--- src/rtl/screen_pkg.sv ---
// screen_pkg: scene encodings, image window geometry and widths for screen_sequencer.
package screen_pkg;
  localparam int COLOR_W = 12;
  localparam int ADDR_W = 19;
  localparam int CNT_W = 10;
  localparam logic [9:0] WIN_X0 = 10'd20;
  localparam logic [9:0] WIN_Y0 = 10'd15;
  localparam logic [9:0] WIN_W = 10'd600;
  localparam logic [9:0] WIN_H = 10'd450;
  localparam logic [CNT_W-1:0] HOLD_FRAMES = 10'd60;
  localparam logic [CNT_W-1:0] AUTO_FRAMES = 10'd600;
  localparam logic [COLOR_W-1:0] BORDER_COLOR = 12'h000;
  typedef enum logic [1:0] {
    S_TITLE = 2'd0,
    S_PLAY  = 2'd1,
    S_OVER  = 2'd2
  } state_t;
endpackage

--- src/rtl/screen_addr_gen.sv ---
// screen_addr_gen: image window test and shared ROM address (c1), window flag delayed to the ROM data (c2).
module screen_addr_gen import screen_pkg::*; (
  input  logic              clk,
  input  logic              rst,
  input  logic [9:0]        x_i,
  input  logic [8:0]        y_i,
  output logic [ADDR_W-1:0] addr_o,
  output logic              inwin_o
);
  logic [9:0] dx, dy;
  logic inwin;
  logic [ADDR_W-1:0] dy_w, addr_d, addr_q;
  logic inwin1_q, inwin2_q;
  // wrap below the origin makes dx/dy huge, so the window test also rejects those pixels
  assign dx = x_i - WIN_X0;
  assign dy = {1'b0, y_i} - WIN_Y0;
  assign inwin = (dx < WIN_W) && (dy < WIN_H);
  assign dy_w = ADDR_W'(dy);
  assign addr_d = inwin ? (dy_w << 9) + (dy_w << 6) + (dy_w << 4) + (dy_w << 3) + ADDR_W'(dx) : '0;
  always_ff @(posedge clk or posedge rst) begin
    if (rst) begin
      addr_q <= '0;
      inwin1_q <= 1'b0;
      inwin2_q <= 1'b0;
    end else begin
      addr_q <= addr_d;
      inwin1_q <= inwin;
      inwin2_q <= inwin1_q;
    end
  end
  assign addr_o = addr_q;
  assign inwin_o = inwin2_q;
endmodule

--- src/rtl/screen_sequencer.sv ---
// screen_sequencer: TITLE -> PLAY -> OVER scene FSM, shared image ROM addressing and pixel source mux.
// Define SCREEN_AUTO_RETURN_EN to leave OVER automatically after AUTO_FRAMES frames.
module screen_sequencer import screen_pkg::*; (
  input  logic               clk,
  input  logic               rst,
  input  logic               frame_tick,
  input  logic               over,
  input  logic [5:0]         movement,
  input  logic [9:0]         x,
  input  logic [8:0]         y,
  input  logic [COLOR_W-1:0] play_color,
  input  logic [COLOR_W-1:0] title_data,
  input  logic [COLOR_W-1:0] end_data,
  output logic [ADDR_W-1:0]  rom_addr,
  output logic [COLOR_W-1:0] color,
  output logic [1:0]         state,
  output logic               game_run,
  output logic               game_restart
);
  state_t state_q;
  logic btn_q, game_run_q, game_restart_q;
  logic [CNT_W-1:0] frame_cnt_q;
  logic [COLOR_W-1:0] play1_q, play2_q, color_q, color_d;
  logic inwin, btn, confirm, auto_ret, unused_ok;
  screen_addr_gen u_addr (
    .clk     (clk),
    .rst     (rst),
    .x_i     (x),
    .y_i     (y),
    .addr_o  (rom_addr),
    .inwin_o (inwin)
  );
  assign unused_ok = ^movement[3:0];
  assign btn = movement[4] | movement[5];
  assign confirm = btn & ~btn_q;
`ifdef SCREEN_AUTO_RETURN_EN
  assign auto_ret = frame_cnt_q >= AUTO_FRAMES;
`else
  assign auto_ret = 1'b0;
`endif
  // btn_q resets high so a button held through reset is not seen as a press
  always_ff @(posedge clk or posedge rst) begin
    if (rst) begin
      state_q <= S_TITLE;
      btn_q <= 1'b1;
      frame_cnt_q <= '0;
      game_run_q <= 1'b0;
      game_restart_q <= 1'b0;
    end else begin
      btn_q <= btn;
      game_restart_q <= 1'b0;
      case (state_q)
        S_TITLE: if (confirm) begin
          state_q <= S_PLAY;
          game_run_q <= 1'b1;
          game_restart_q <= 1'b1;
        end
        S_PLAY: if (over) begin
          state_q <= S_OVER;
          game_run_q <= 1'b0;
          frame_cnt_q <= '0;
        end
        S_OVER: begin
          if (frame_tick && frame_cnt_q != '1) frame_cnt_q <= frame_cnt_q + 1'b1;
          if ((confirm && frame_cnt_q >= HOLD_FRAMES) || auto_ret) state_q <= S_TITLE;
        end
        default: begin
          state_q <= S_TITLE;
          game_run_q <= 1'b0;
        end
      endcase
    end
  end
  assign color_d = state_q == S_PLAY ? play2_q : !inwin ? BORDER_COLOR : state_q == S_OVER ? end_data : title_data;
  always_ff @(posedge clk or posedge rst) begin
    if (rst) begin
      play1_q <= '0;
      play2_q <= '0;
      color_q <= '0;
    end else begin
      play1_q <= play_color;
      play2_q <= play1_q;
      color_q <= color_d;
    end
  end
  assign color = color_q;
  assign state = state_q;
  assign game_run = game_run_q;
  assign game_restart = game_restart_q;
endmodule

--- config.mk ---
export PLATFORM = sky130hd
export DESIGN_NAME = screen_sequencer
export DESIGN_NICKNAME = d
export VERILOG_FILES = /design/src/rtl/screen_pkg.sv /design/src/rtl/screen_addr_gen.sv /design/src/rtl/screen_sequencer.sv
export SDC_FILE = /design/constraint.sdc
export NUM_CORES = 1
export LEC_CHECK = 0
export BUFFER_PORTS_ARGS = -buffer_cell sky130_fd_sc_hd__buf_2
export CAP_MARGIN = 20
export CORE_MARGIN = 8
export CORE_UTILIZATION = 40
export DETAILED_ROUTE_END_ITERATION = 10
export HOLD_SLACK_MARGIN = 0.05
export PLACE_DENSITY = 0.66
export SLEW_MARGIN = 20
export SYNTH_ARGS = -nofsm -noshare
export SYNTH_HDL_FRONTEND = slang
export SYNTH_SLANG_ARGS = --single-unit
--- constraint.sdc ---
create_clock -name clk -period 2.8 [get_ports clk]
set_input_delay 0.28 -clock clk [delete_from_list [all_inputs] [get_ports clk]]
set_output_delay 0.28 -clock clk [all_outputs]
set_load 0.01 [all_outputs]
==> metrics.md, run 1 <==
| Metric | Value |
|---|---|
| Post-synth top area share | 40.6% |
| Ports | 100 |
| Pwr/cell area | 812 nW/um2 |
| N_diodes | 0 |
| DRT Pass-1 Iters | 4 |
| First-pass GRT wire length | 18,500 um |
| Vias in the first global route | 3,925 |
| Post-Synth Adder-Cell Area | 17.8% |
| Clock transition at the registers of the reported paths | 0.07 ns |
| Crit path buffers/inverters | 5 |
| RSZ-0062 raised after global routing | true |
| Met2 Usage GRT | 27.2% |
| Core box area | 10,700 um2 |
| Startpoint Class | primary input |
| Post-synthesis mux area share | 3.23% |
| Post-synthesis sequential area ratio | 41.2% |
| Fin. max-slew vios | 0 |
| DR iter-0 viols | 164 |
| CP arrival | 3.56 ns |
| DRC viols | 0 |
| YS warnings | 0 |
| GP Congestion | 0.832 |
| Clk_skew | 0.00853 ns |
| Final instance area | 6420 um2 |
| Status | complete, but fails checks |
| XOR/XNOR Fraction of Synth Area | 6.35% |
| Horiz. Die Dim | 121 um |
| Reg-to-reg endpoint | frame_cnt_q[5]$_DFFE_PP0P_ |
| M3 GR Usage | 3.82% |
| Initial Util | 40.7% |
| Detailed placement HPWL | 8390 um |
| Final ANT Viol Nets | 0 |
| Mean Syn Cell Area | 10.5 um2 |
| Post-Syn Nets | 538 |
| Met1 Resource Use GR | 18.1% |
| CP Class | in2reg |
| Final Util | 59.7% |
| Area leader, netlist | dfrtp_1 |
| Final Hold Vio Count | 0 |
| CP cell instances | buf_8 > ha_4 > xor2_4 > ha_4 > xnor2_2 > fa_1 > inv_2 > ha_4 > ha_4 > buf_4 > buf_6 > buf_6 > a211oi_4 > o21ai_2 > a21oi_4 > nor3_4 > o31a_1 > nor3_2 |
| Multi-input gate area | 2870 um2 |
| Post-DP Area | 5740 um2 |
| Post-synth ARST share | 100% |
| Row cnt | 38 |
| Nets | 721 |
| Fmax | 303 MHz |
| Setup slack after layout | -0.497 ns |
| Total power | 5.21 mW |
| Post-synth top flop | dfrtp_1 |
| Compound-cell area share of the yosys netlist | 13.2% |
| WL final | 11,000 um |
| Vias | 3,726 |
| Pre-CTS setup slack | -0.958 ns |
| Sequential Area | 1800 um2 |
| Reg2Reg Depth | 6 |
| Simple-gate portion of the synthesized area | 13.7% |
| Fin crit share | 118% |
| Largest net degree at the start of global routing | 44 |
| Largest family of logic cells by synthesized area | adder cells |
| Slowest Stage Delay on Critical Path | 0.49 ns |
| Clk buf depth | 2 |
| Worst-Skew Late Latency | 0.33 ns |
| TritonCTS buffer count | 9 |
| WP data required | 3.06 ns |
| Static Leak | 3.10 nW |
| Gr busiest metal | met2 |
| Final hold slack | 0.123 ns |
| Vias/cell | 4.99 |
| P&R area growth vs syn | 46.9% |
| Largest delay contributor family on the critical path | adder cells |
| CP Max Fanout | 5 |
| Ranking of synthesized cells by area | dfrtp_1, ha_1, fa_1, o21ai_0, xnor2_1 |
| Synth Register Bits | 72 |
| Cells after synthesis | 418 |
| Most numerous cell in the Yosys netlist | dfrtp_1 |
| Reg-to-Reg Start | state[1]$_DFFE_PP0P_ |
| Total GRT Usage | 15.4% |
| Setup violations, final | 10 |
| Die Area | 14,500 um2 |
| Worst slew pin tran | 0.863 ns |
| H-tree Lvls | 3 |
| Cell mode on critical path | ha_4 |
| Failing checks | negative setup slack |
| Number of synthesized flops with an enable pin | 0 |
| Remaining Overflow, GRT | 0 |
| Synth unique cells | 58 |
| Chip height | 121 um |
| Initial antenna violation count | 0 |
| R2R setup slack | 0.84 ns |
| Hold crit path type | in2async |
| CTS root buf | clkbuf_8 |
| DR WL/cell | 14.7 um |
| Top cells by count, synth | dfrtp_1, ha_1, inv_1 |
| Synthesized area | 4370 um2 |
| Sink Count | 72 |
| Filler cell count | 931 |
| Crit. End Element | flip-flop |
| Slowest-stage cell, CP | fa_1 |
| MaxCap Viol Count | 0 |
| Slew margin rel. | 42.4% |
| Port Buffers | 95 |
| Peak supply drop | 0.356 mV |
| CTS tree | done |
| Post-layout minimum cycle time | 3.30 ns |
| Share of layout cells above drive strength 1 | 42.7% |
-- how the worst max path moves through the flow --
stage / startpoint / end / cells past startpoint
global placement: y[5] / u_addr.addr_o[16]$_DFF_PP0_ / 15
CTS: y[0] / u_addr.addr_o[16]$_DFF_PP0_ / 17
finish: y[0] / u_addr.addr_o[17]$_DFF_PP0_ / 18
floorplan: y[5] / u_addr.addr_o[16]$_DFF_PP0_ / 13
detailed placement: y[5] / u_addr.addr_o[16]$_DFF_PP0_ / 15
global route: y[0] / u_addr.addr_o[15]$_DFF_PP0_ / 16
-- per-stage QoR --
step / TNS (ns) / cells
finish: -3.93 / 746
global route: -5.25 / 746
CTS: -2.91 / 744
detailed placement: -8.48 / 708
global placement: -7.79 / 708
floorplan: -4.63 / 418
-- report_power, final --
| group | internal [mW] | switching, mW | total [mW] |
|---|---|---|---|
| combinational | 1.60 | 1.53 | 3.13 |
| sequential | 1.25 | 0.0829 | 1.33 |
| clock | 0.394 | 0.354 | 0.748 |
| total | 3.25 | 1.97 | 5.21 |
-- state kept, by name, summed over array words and instances (netlist names) --
signal / cells
color: 12
frame_cnt_q: 10
play1_q: 12
u_addr.inwin_o: 1
play2_q: 12
state: 2
u_addr.addr_o: 19
game_restart: 1
btn_q: 1
u_addr.inwin1_q: 1
game_run: 1
-- per-layer routing --
layer	routed length [um]	up-vias
met5	0	-
met4	136	0
met2	5450	93
li1	-	1820
met1	4750	1801
met3	635	12
-- layout make-up --
cell class,instances,area share [%]
Sequential cell,72,28.1
Tap cell,140,2.73
Timing Repair Buffer,184,19.4
Clock buffer,14,2.69
Inverter,36,2.14
Multi-Input combinational cell,298,44.7
Clock inverter,2,0.195
-- what timing repair did --
item | 4_1_cts | 5_1_grt
gates resized for setup | 40 | 8
pin swaps | 40 | 10
endpoints found under the hold margin | 12 | 0
setup endpoints to repair | 10 | 10
setup buffers | 9 | 2
hold buffers | 12 | 0
-- cell usage in the layout (no fill, tap or decap), drive strengths merged, types with 12 or more instances in the layout --
master / Yosys / layout
clkbuf: 7 / 14
ha: 43 / 43
xnor2: 16 / 16
nor2: 29 / 29
xor2: 14 / 14
mux2i: 13 / 13
o21ai: 30 / 30
dfrtp: 71 / 71
fa: 12 / 12
inv: 36 / 36
nand2: 24 / 24
dlygate4sd3: 0 / 12
buf: 5 / 172
-- logic make-up after synthesis --
logic type / count (synthesis)
AOI/OAI and AO/OA: 86
xor gates and xnor gates: 30
adders and majority gates: 55
buffers and inverters: 48
DFF: 72
muxes: 14
and+or+nand+nor: 113
Power figures use the tool's default switching activity.
==> run 2: changes to the inputs <==
--- a/config.mk
+++ b/config.mk
@@ -7,11 +7,13 @@
 export LEC_CHECK = 0
 export BUFFER_PORTS_ARGS = -buffer_cell sky130_fd_sc_hd__buf_2
 export CAP_MARGIN = 20
+export CELL_PAD_IN_SITES_DETAIL_PLACEMENT = 2
+export CELL_PAD_IN_SITES_GLOBAL_PLACEMENT = 2
 export CORE_MARGIN = 8
-export CORE_UTILIZATION = 40
+export CORE_UTILIZATION = 34
 export DETAILED_ROUTE_END_ITERATION = 10
 export HOLD_SLACK_MARGIN = 0.05
-export PLACE_DENSITY = 0.66
+export PLACE_DENSITY = 0.84
 export SLEW_MARGIN = 20
 export SYNTH_ARGS = -nofsm -noshare
 export SYNTH_HDL_FRONTEND = slang
==> run 2 against run 1 <==
The run still ends with negative setup slack left. Register-to-register slack got worse by 0.49 ns. Final cell count increased by 4.6%. Total power increased by 30%. Design area increased by 3.1%. Worst setup slack got worse by 0.46 ns. Critical path depth decreased by 1. Critical path type unchanged. Critical endpoint is now u_addr.addr_o[14]$_DFF_PP0_. Highest routed layer is now met5.
==> metrics.md, run 2 (synthesis gave the netlist of run 1 again) <==
| Metric | Value |
|---|---|
| Horiz. Die Dim | 129 um (was 121 um) |
| Sw power | 2.88 mW (was 1.97 mW) |
| Fmax | 266 MHz (was 303 MHz) |
| Vias in the first global route | 4,869 (was 3,925) |
| Slowest-stage cell, CP | fa_1 (unchanged) |
| Final Hold Vio Count | 0 (unchanged) |
| Clk_skew | 0.0104 ns (was 0.00853 ns) |
| Hold crit path type | in2reg (was in2async) |
| # placed instances | 744 (was 708) |
| Reg-to-Reg Start | state[1]$_DFFE_PP0P_ (unchanged) |
| DRC viols | 0 (unchanged) |
| Clk buf depth | 2 (unchanged) |
| CP Class | in2reg (unchanged) |
| Initial antenna violation count | 1 (was 0) |
| RSZ-0062 raised after global routing | true (unchanged) |
| Combinational power share | 62.1% (was 60.1%) |
| Slew margin rel. | 44.7% (was 42.4%) |
| Die Area | 16,700 um2 (was 14,500 um2) |
| Pre-CTS setup slack | -1.21 ns (was -0.958 ns) |
| Setup violations, final | 12 (was 10) |
| Port Buffers | 95 (unchanged) |
| Pwr/cell area | 1020 nW/um2 (was 812 nW/um2) |
| CTS tree | done (unchanged) |
| Internal power | 3.87 mW (was 3.25 mW) |
| CTS root buf | clkbuf_16 (was clkbuf_8) |
| N_diodes | 0 (unchanged) |
| Total power | 6.75 mW (was 5.21 mW) |
| Final hold slack | 0.0547 ns (was 0.123 ns) |
| Share of layout cells above drive strength 1 | 46.2% (was 42.7%) |
| R2R setup slack | 0.35 ns (was 0.84 ns) |
| Static Leak | 3.17 nW (was 3.10 nW) |
| DR iter-0 viols | 197 (was 164) |
| CP Max Fanout | 5 (unchanged) |
| Detailed placement HPWL | 12,500 um (was 8390 um) |
| Remaining Overflow, GRT | 0 (unchanged) |
| Fin crit share | 134% (was 118%) |
| Crit path buffers/inverters | 5 (unchanged) |
| Startpoint Class | primary input (unchanged) |
| Fin. max-slew vios | 0 (unchanged) |
| Post-layout minimum cycle time | 3.76 ns (was 3.30 ns) |
| Setup TNS | -7.57 ns (was -3.93 ns) |
| Worst-Skew Late Latency | 0.34 ns (was 0.33 ns) |
| Setup slack after layout | -0.957 ns (was -0.497 ns) |
| Worst slew pin tran | 0.828 ns (was 0.863 ns) |
| Largest delay contributor family on the critical path | adder cells (unchanged) |
| Peak supply drop | 0.383 mV (was 0.356 mV) |
| Sink Count | 72 (unchanged) |
| Max reg flops | 19 (unchanged) |
| Slowest Stage Delay on Critical Path | 0.61 ns (was 0.49 ns) |
| Largest net degree at the start of global routing | 38 (was 44) |
| Commonest cells after routing, fill and taps aside | buf_2, buf_4, dfrtp_1, inv_1, ha_1 (was buf_2, dfrtp_1, buf_4, inv_1) |
| Reg2Reg Depth | 6 (unchanged) |
| Hold Crit Depth | 1 |
| Sw Ratio | 42.6% (was 37.7%) |
| Vias | 4,218 (was 3,726) |
| Reg power frac | 20.3% (was 25.5%) |
| Row cnt | 41 (was 38) |
| Failing checks | negative setup slack (unchanged) |
| GP Congestion | 0.776 (was 0.832) |
| CP arrival | 3.98 ns (was 3.56 ns) |
| Vias/cell | 5.41 (was 4.99) |
| DRT Pass-1 Iters | 6 (was 4) |
| Chip height | 129 um (was 121 um) |
| P&R area growth vs syn | 51.5% (was 46.9%) |
| WL final | 21,900 um (was 11,000 um) |
| Clock transition at the registers of the reported paths | 0.06 ns (was 0.07 ns) |
| Initial Util | 34.8% (was 40.7%) |
| Min-delay src | play_color[6] |
| Total GRT Usage | 24.0% (was 15.4%) |
| H-tree Lvls | 3 (unchanged) |
| Hold path endpoint | play1_q[6]$_DFF_PP0_ |
| First-pass GRT wire length | 29,900 um (was 18,500 um) |
| Commonest non-fill, non-tap cell in the layout | buf_2 (unchanged) |
| TritonCTS buffer count | 9 (unchanged) |
| Nets | 724 (was 721) |
| Final ANT Viol Nets | 0 (unchanged) |
| Crit. End Element | flip-flop (unchanged) |
| Cell mode on critical path | ha_4 (unchanged) |
| Core box area | 12,600 um2 (was 10,700 um2) |
| Status | complete, but fails checks (unchanged) |
| Ports | 100 (unchanged) |
| WP data required | 3.02 ns (was 3.06 ns) |
| Clock power share | 17.6% (was 14.4%) |
| MaxCap Viol Count | 0 (unchanged) |
| Finished Layout Cells | 780 (was 746) |
| CP cell instances | buf_8 > ha_4 > xor2_4 > buf_6 > ha_4 > a21oi_4 > fa_1 > inv_2 > fa_1 > ha_4 > o21a_1 > o31a_1 > buf_4 > o21ai_4 > buf_6 > xor2_2 > nor2_1 (was buf_8 > ha_4 > xor2_4 > ha_4 > xnor2_2 > fa_1 > inv_2 > ha_4 > ha_4 > buf_4 > buf_6 > buf_6 > a211oi_4 > o21ai_2 > a21oi_4 > nor3_4 > o31a_1 > nor3_2) |
| Reg-to-reg endpoint | frame_cnt_q[7]$_DFFE_PP0P_ (was frame_cnt_q[5]$_DFFE_PP0P_) |
| DR WL/cell | 28.1 um (was 14.7 um) |
-- run 2: cell count changes in the layout (fill, tap and decap cells not counted), sizes merged --
cell / before / now
clkinvlp: 1 / 2
dlygate4sd3: 12 / 6
buf: 172 / 181
clkbuf: 14 / 12
inv: 36 / 35
bufinv: 0 / 1
-- run 2: final cells by class --
cell class | instances | area [um2]
multi-input cells | 298 | 2920
clock buffers | 12 | 246
well taps | 172 | 215
clock inverters | 3 | 42.5
flip-flops and latches | 72 | 1800
repair buffers | 187 | 1260
fillers | 1250 | 5950
inverters | 36 | 139
-- run 2: worst reg2reg max path, stage by stage, from the launching register on --
cell     delay, ns
dfrtp_1       0.45
inv_1         0.46
nand3_1       0.36
a31oi_1       0.56
nand3_1       0.20
xor2_1        0.22
nor2_1        0.08
-- run 2: how the worst max path moves through the flow --
stage                     from                          end  cells after the start
after detailed placement  y[0]  u_addr.addr_o[17]$_DFF_PP0_                     15
after CTS                 y[0]  u_addr.addr_o[16]$_DFF_PP0_                     16
after global placement    y[1]  u_addr.addr_o[17]$_DFF_PP0_                     15
after floorplan           y[5]  u_addr.addr_o[16]$_DFF_PP0_                     13
after global routing      y[0]  u_addr.addr_o[14]$_DFF_PP0_                     17
final                     y[0]  u_addr.addr_o[14]$_DFF_PP0_                     17
-- run 2: routing by layer --
metal | share of wire, % | GRT usage (%) | wire length, um | vias up
met5 | 0.041 | 0 | 9 | -
met4 | 4.7 | 8.85 | 1030 | 2
met3 | 6.0 | 5.05 | 1320 | 60
met2 | 53 | 45.3 | 11500 | 175
met1 | 37 | 25.5 | 8000 | 2162
li1 | - | - | - | 1819
-- run 2: through the flow --
stage | util [%] | instance area, um2
after floorplan | - | 4620
after global placement | 46.3 | 5820
after detailed placement | 46.3 | 5820
after CTS | 51.0 | 6410
after global routing | 52.7 | 6620
final | 52.7 | 6620
-- run 2: power groups by stage --
stage	combinational [mW]	sequential [mW]	clock, mW
2_1_floorplan	1.60	1.43	0
3_3_place_gp	2.69	1.34	0
3_5_place_dp	2.97	1.36	0
4_1_cts	3.43	1.35	1.15
5_1_grt	4.36	1.39	1.24
6_report	4.19	1.37	1.19
-- run 2: what timing repair did --
item	CTS	global route
resized for setup	30	34
setup endpoints to repair	11	12
hold endpoints to repair	4	2
gates cloned	0	0
setup buffers	13	4
pin swaps	32	28
hold buffers	4	2
